File: src/rtl/seg_capture_pkg.sv
// seg_capture_pkg: segment constants and FSM state type shared by the display encoder and capture logic
package seg_capture_pkg;

   localparam logic [6:0] SEG_0     = 7'b1000000;
   localparam logic [6:0] SEG_1     = 7'b1111001;
   localparam logic [6:0] SEG_2     = 7'b0100100;
   localparam logic [6:0] SEG_3     = 7'b0110000;
   localparam logic [6:0] SEG_4     = 7'b0011001;
   localparam logic [6:0] SEG_5     = 7'b0010010;
   localparam logic [6:0] SEG_6     = 7'b0000010;
   localparam logic [6:0] SEG_7     = 7'b1111000;
   localparam logic [6:0] SEG_8     = 7'b0000000;
   localparam logic [6:0] SEG_9     = 7'b0010000;
   localparam logic [6:0] SEG_BLANK = 7'b1111111;

   localparam logic [3:0] BCD_INVALID = 4'hF;

   typedef enum logic [1:0] {
      ST_IDLE,
      ST_SETTLE,
      ST_HELD
   } state_e;

endpackage

File: src/rtl/seg_capture_seg7_to_bcd.sv
// seg7_to_bcd: combinational decode of an active-low 7-segment pattern back to BCD
module seg7_to_bcd
   import seg_capture_pkg::*;
(
   input  logic [6:0] seg,
   output logic [3:0] bcd,
   output logic       err
);

   // map each legal glyph to its digit; anything else is flagged
   always_comb begin
      bcd = BCD_INVALID;
      err = 1'b0;
      case (seg)
         SEG_0:   bcd = 4'd0;
         SEG_1:   bcd = 4'd1;
         SEG_2:   bcd = 4'd2;
         SEG_3:   bcd = 4'd3;
         SEG_4:   bcd = 4'd4;
         SEG_5:   bcd = 4'd5;
         SEG_6:   bcd = 4'd6;
         SEG_7:   bcd = 4'd7;
         SEG_8:   bcd = 4'd8;
         SEG_9:   bcd = 4'd9;
         default: err = 1'b1;
      endcase
   end

endmodule

File: src/rtl/seg_capture.sv
// seg_capture: reconstructs BCD digits from a multiplexed active-low 7-segment bus and publishes whole frames
module seg_capture
   import seg_capture_pkg::*;
#(
   parameter int unsigned N_DIGITS       = 4,
   parameter int unsigned STABLE_CYCLES  = 16,
   parameter int unsigned TIMEOUT_CYCLES = 1048576
)(
   input  logic                  clk,
   input  logic                  rst_n,
   input  logic [N_DIGITS-1:0]   an_in,
   input  logic [6:0]            seg_in,
   output logic [4*N_DIGITS-1:0] bcd_out,
   output logic [N_DIGITS-1:0]   digit_err,
   output logic                  frame_valid,
   output logic                  timeout
);

   localparam int IDX_W = (N_DIGITS > 1) ? $clog2(N_DIGITS) : 1;
   localparam int CNT_W = $clog2(STABLE_CYCLES + 1);
   localparam int TO_W  = $clog2(TIMEOUT_CYCLES + 1);

   logic [N_DIGITS-1:0]   r_an_s1, r_an_s2;
   logic [6:0]            r_seg_s1, r_seg_s2;
   state_e                r_state, w_state_nxt;
   logic [CNT_W-1:0]      r_cnt, w_cnt_nxt, w_cnt_inc;
   logic [IDX_W-1:0]      r_lat_idx, w_sel_idx;
   logic [6:0]            r_lat_seg;
   logic                  w_sel_valid, w_same, w_latch, w_accept;
   logic [3:0]            w_dec_bcd;
   logic                  w_dec_err;
   logic [4*N_DIGITS-1:0] r_shadow, r_bcd_out;
   logic [N_DIGITS-1:0]   r_shadow_err, r_digit_err, r_seen, w_acc_mask;
   logic                  w_seen_full, w_to_fire, r_frame_valid, r_timeout;
   logic [TO_W-1:0]       r_idle_cnt;

   // two-flop synchronizer; preset to all-ones so the bus reads as inactive out of reset
   always_ff @(posedge clk or negedge rst_n) begin
      if (!rst_n) begin
         r_an_s1  <= '1;
         r_an_s2  <= '1;
         r_seg_s1 <= '1;
         r_seg_s2 <= '1;
      end else begin
         r_an_s1  <= an_in;
         r_an_s2  <= r_an_s1;
         r_seg_s1 <= seg_in;
         r_seg_s2 <= r_seg_s1;
      end
   end

   // a selection is valid only when exactly one anode is driven low
   always_comb begin
      w_sel_idx   = '0;
      w_sel_valid = $onehot(~r_an_s2);
      for (int i = 0; i < N_DIGITS; i++)
         if (!r_an_s2[i]) w_sel_idx = IDX_W'(i);
   end

   assign w_same    = (w_sel_idx == r_lat_idx) && (r_seg_s2 == r_lat_seg);
   assign w_cnt_inc = r_cnt + 1'b1;

   // next-state logic: debounce {idx, seg} until it has been stable long enough
   always_comb begin
      w_state_nxt = r_state;
      w_cnt_nxt   = r_cnt;
      w_latch     = 1'b0;
      w_accept    = 1'b0;
      case (r_state)
         ST_IDLE: begin
            if (w_sel_valid) begin
               w_latch     = 1'b1;
               w_cnt_nxt   = CNT_W'(1);
               w_state_nxt = ST_SETTLE;
            end
         end
         ST_SETTLE: begin
            if (!w_sel_valid) begin
               w_state_nxt = ST_IDLE;
            end else if (!w_same) begin
               w_latch   = 1'b1;
               w_cnt_nxt = CNT_W'(1);
            end else begin
               w_cnt_nxt = w_cnt_inc;
               if (w_cnt_inc == CNT_W'(STABLE_CYCLES)) begin
                  w_accept    = 1'b1;
                  w_state_nxt = ST_HELD;
               end
            end
         end
         ST_HELD: begin
            if (!w_sel_valid || !w_same) w_state_nxt = ST_IDLE;
         end
         default: w_state_nxt = ST_IDLE;
      endcase
   end

   // FSM state, stability counter and the latched candidate pair
   always_ff @(posedge clk or negedge rst_n) begin
      if (!rst_n) begin
         r_state   <= ST_IDLE;
         r_cnt     <= '0;
         r_lat_idx <= '0;
         r_lat_seg <= '0;
      end else begin
         r_state <= w_state_nxt;
         r_cnt   <= w_cnt_nxt;
         if (w_latch) begin
            r_lat_idx <= w_sel_idx;
            r_lat_seg <= r_seg_s2;
         end
      end
   end

   seg7_to_bcd u_dec (
      .seg (r_lat_seg),
      .bcd (w_dec_bcd),
      .err (w_dec_err)
   );

   assign w_acc_mask  = w_accept ? (N_DIGITS'(1) << r_lat_idx) : '0;
   assign w_seen_full = &r_seen;
   assign w_to_fire   = !w_seen_full && !w_accept && (r_seen != '0) &&
                        (r_idle_cnt == TO_W'(TIMEOUT_CYCLES));

   // shadow frame: an accepted digit overwrites its slot, even if already seen
   always_ff @(posedge clk or negedge rst_n) begin
      if (!rst_n) begin
         r_shadow     <= '0;
         r_shadow_err <= '0;
      end else if (w_accept) begin
         r_shadow[{r_lat_idx, 2'b00} +: 4] <= w_dec_bcd;
         r_shadow_err[r_lat_idx]           <= w_dec_err;
      end
   end

   // publish the shadow once every slot is seen; drop a stale partial frame after the idle timeout
   always_ff @(posedge clk or negedge rst_n) begin
      if (!rst_n) begin
         r_seen        <= '0;
         r_bcd_out     <= '0;
         r_digit_err   <= '0;
         r_frame_valid <= 1'b0;
         r_timeout     <= 1'b0;
         r_idle_cnt    <= '0;
      end else begin
         r_frame_valid <= w_seen_full;
         r_timeout     <= w_to_fire;
         r_idle_cnt    <= w_accept ? '0 :
                          (r_idle_cnt == TO_W'(TIMEOUT_CYCLES)) ? r_idle_cnt : r_idle_cnt + 1'b1;
         if (w_seen_full) begin
            r_bcd_out   <= r_shadow;
            r_digit_err <= r_shadow_err;
            r_seen      <= w_acc_mask;
         end else if (w_to_fire) begin
            r_seen <= '0;
         end else begin
            r_seen <= r_seen | w_acc_mask;
         end
      end
   end

   assign bcd_out     = r_bcd_out;
   assign digit_err   = r_digit_err;
   assign frame_valid = r_frame_valid;
   assign timeout     = r_timeout;

endmodule

File: config.mk
export PLATFORM = sky130hd
export DESIGN_NAME = seg_capture
export DESIGN_NICKNAME = d
export VERILOG_FILES = /design/src/rtl/seg_capture_pkg.sv /design/src/rtl/seg_capture_seg7_to_bcd.sv /design/src/rtl/seg_capture.sv
export SDC_FILE = /design/constraint.sdc
export NUM_CORES = 1
export LEC_CHECK = 0
export CAP_MARGIN = 15
export CORE_ASPECT_RATIO = 0.9
export CORE_MARGIN = 2
export CORE_UTILIZATION = 53
export DETAILED_ROUTE_END_ITERATION = 12
export PLACE_DENSITY = 0.81
export SYNTH_ARGS = -nofsm -noshare
export SYNTH_HDL_FRONTEND = slang
export SYNTH_HIERARCHICAL = 1
export SYNTH_SLANG_ARGS = --single-unit
File: constraint.sdc
create_clock -name clk -period 2.7 [get_ports clk]
set_input_delay 0.27 -clock clk [delete_from_list [all_inputs] [get_ports clk]]
set_output_delay 0.27 -clock clk [all_outputs]
set_load 0.1 [all_outputs]
==> results.md <==
- Synth cell types: 51
- Largest stage delay on the critical path: 550 ps
- Worst min-delay path class: in -> reg
- # port buffers: 34
- Top post-synthesis cells by area: dfrtp_1, dfstp_2, nand2_1
- Minimum clock period: about 2600 ps
- Syn_area_per_cell: 10.6 um2
- Pin count of the biggest net entering global routing: between 50 and 60
- RSZ-0062 raised after global routing: yes
- Most frequent CP cell: buf_6
- Gp weighted congestion: 0.826
- Die area: a little under 10000 um2
- Synth Flop Type: dfrtp_1
- Layout cells sized above 1: a little over a fifth
- Setup Skew: around 15 ps
- Commonest non-fill, non-tap cell in the layout: nand2_1
- Status: completed
- Reg2Reg Depth: 10
- Max VDD drop: between 0.3 and 0.4 mV
- FF-to-FF Start: r_an_s2[1]
- Synthesized cell area: just under 5000 um2
- Critical path origin: r_an_s2[1]
- H-tree Lvls: 3
- Hpwl dp: 6.34 mm
- Num CTS Buffers: 9
- Pre-CTS setup slack: 57.2 ps
- Synth Register Bits: roughly 110
- Setup CP Type: reg -> reg
- Clock Latency Late Sink: about 370 ps
- Clock-pin transition on the worst setup and hold timing paths: 110 ps
- Leakage power: roughly 2.6 nW
- CP Capture Point: r_shadow[5]
- Gr ovfl total: 0
- Crit end category: flop
- Die Height: around 95 um
- Syn Nets: 482
- Num ports: 35
- Vias: about 3400
- CTS tree: yes
- Area Overhead vs Synth: 17.1%
- Cell Rows: 33
- Clk buf depth: 2
- Final nets: approximately 540
- Die Width: about 100 um
- Post-synthesis sequential area ratio: about 55%
- R2R setup slack: between 50 and 60 ps
- PwrDens: about 620 nW/um2
- Worst r2r dst: r_shadow[5]
- Worst EP required: roughly 3000 ps
- Nature of the critical path startpoint: flop
- Vias in the first global route: 3277
- Worst Path Arrival: around 3000 ps
- Clock Root Buffer: clkbuf_8
- Period utilisation layout: between 90% and 100%
- Final worst slack: between 50 and 60 ps
- Slew HR: 50.8%
- Iter 0 DRT Violations: between 150 and 200
- Commonest non-fill, non-tap cells in the layout: nand2_1, dfrtp_1, nor2_1
- Final Util: 63.1%
- Hold_ws: roughly 300 ps
- Top-area cell type share of the netlist area: approximately 43%
- Post-synth EDFFs: 0
- Cell taking the most area after synthesis: dfrtp_1
- Fin. Hold Viols: 0
- Antenna cells: 0
- Core Region: between 9000 and 10000 um2
- DR pass1 iterations: 4
- Final Max Slew Viols: 0
- Fmax: around 380 MHz
- Drt total wl: roughly 8.9 mm
- Yosys warns: 6
- Worst Tran Pin Value: roughly 730 ps
- Number of vias per cell: between 5 and 6
- Initial Util: 53.9%
- # DRC: 0
- Syn Inst Count: between 400 and 500
- Slowest CP cell: dfstp_2
- Antenna Nets Post-Route: 0
- Initial antenna violation count: 0
- Max Cap Viol: 0
- Global-route wire length before repair: around 15 mm
- Ys async rst share: 100%
- Critical-path cell list: fa_1 > inv_1 > ha_2 > ha_4 > nor4b_4 > buf_6 > nand2_1 > nor3_4 > buf_6 > mux2i_1
- Sink Count: approximately 110
- CP max FO: 5
- DR WL/cell: roughly 14 um
- Final setup viols: 0
- Total track usage: about a fifth
## sequential cells by signal (all words and copies together) (netlist names), 5 cells and up
| register | count |
|---|---|
| r_seg_s2 | 7 |
| r_idle_cnt | 21 |
| r_lat_seg | 7 |
| r_cnt | 5 |
| bcd_out | 16 |
| r_shadow | 16 |
| r_seg_s1 | 7 |
## cells by family after synthesis
group                    Yosys count  share of synthesized area (%)
adder cells (fa/ha/maj)           12                           3.25
buffers and inverters             35                           2.94
flip-flops                       105                           54.7
multiplexers                      29                           6.81
AO/OA/AOI/OAI                     39                           5.78
XOR/XNOR                          29                           5.24
AND/OR/NAND/NOR                  208                           21.2
## power by group
part | switching [mW] | total, mW | internal, mW
Clock | 0.542 | 0.970 | 0.428
Sequential | 0.146 | 1.81 | 1.66
Combinational | 0.416 | 0.768 | 0.352
Total | 1.10 | 3.55 | 2.44
## layout make-up
| class | instances | area [um2] |
|---|---|---|
| Clock buffer | 11 | 163 |
| Timing Repair Buffer | 53 | 474 |
| Tap cell | 122 | 153 |
| Multi-Input combinational cell | 317 | 2090 |
| Clock inverter | 5 | 41.3 |
| Inverter | 26 | 97.6 |
| Fill cell | 732 | 3320 |
| Sequential cell | 105 | 2660 |
## routing by layer
| metal | GRT usage [%] | part of all wire [%] |
|---|---|---|
| met1 | 22.4 | 44 |
| met2 | 33.8 | 52 |
| met3 | 3.52 | 3.0 |
| met4 | 7.33 | 1.9 |
| met5 | 0 | 0 |
## worst max-delay path: cells and delay by family (launching register included)
kind,cells,cell delay (ps)
adder cells (fa/ha/maj),3,790
AND/OR/NAND/NOR,3,590
flip-flops,1,550
buffers and inverters,3,390
multiplexers,1,230
## worst min-delay path by stage
stage	startpoint	to	slack [ps]	depth (start not counted)
after floorplan	rst_n	bcd_out[0]	-30	0
after detailed placement	rst_n	r_idle_cnt[14]	340	1
after global placement	rst_n	r_idle_cnt[14]	330	1
after global routing	seg_in[4]	r_seg_s1[4]	280	1
final	seg_in[2]	r_seg_s1[2]	300	1
after CTS	seg_in[2]	r_seg_s1[2]	280	1
## cell usage after synthesis (4+ instances only)
master and count:
a21oi_1 15, and3_1 4, clkbuf_1 4, dfrtp_1 83, dfstp_2 22, ha_1 11
inv_1 26, mux2_4 7, mux2i_1 18, nand2_1 95, nand2b_1 5, nand3_1 18
nand4_1 6, nor2_1 36, nor3_1 7, nor3b_1 6, nor4_1 7, o21ai_0 8
xnor2_1 7, xor2_1 22
## per-stage QoR
step / TNS, ps / std cells / power, mW / area (um2)
final: 0 / 639 / 3.55 / 5680
after global routing: -194 / 639 / 3.75 / 5680
after CTS: 0 / 637 / 3.55 / 5630
after detailed placement: 0 / 620 / 2.58 / 5410
after global placement: 0 / 620 / 2.54 / 5410
after floorplan: -15.7 / 457 / 2.36 / 4870
## what timing repair did
item | 4_1_cts | 5_1_grt
endpoints found under the hold margin | 29 | 0
setup endpoints to repair | 0 | 19
hold buffers | 1 | 0
gates resized for setup | 0 | 9
buffers inserted | 0 | 1
No activity file was read; power rests on OpenSTA's default activity.
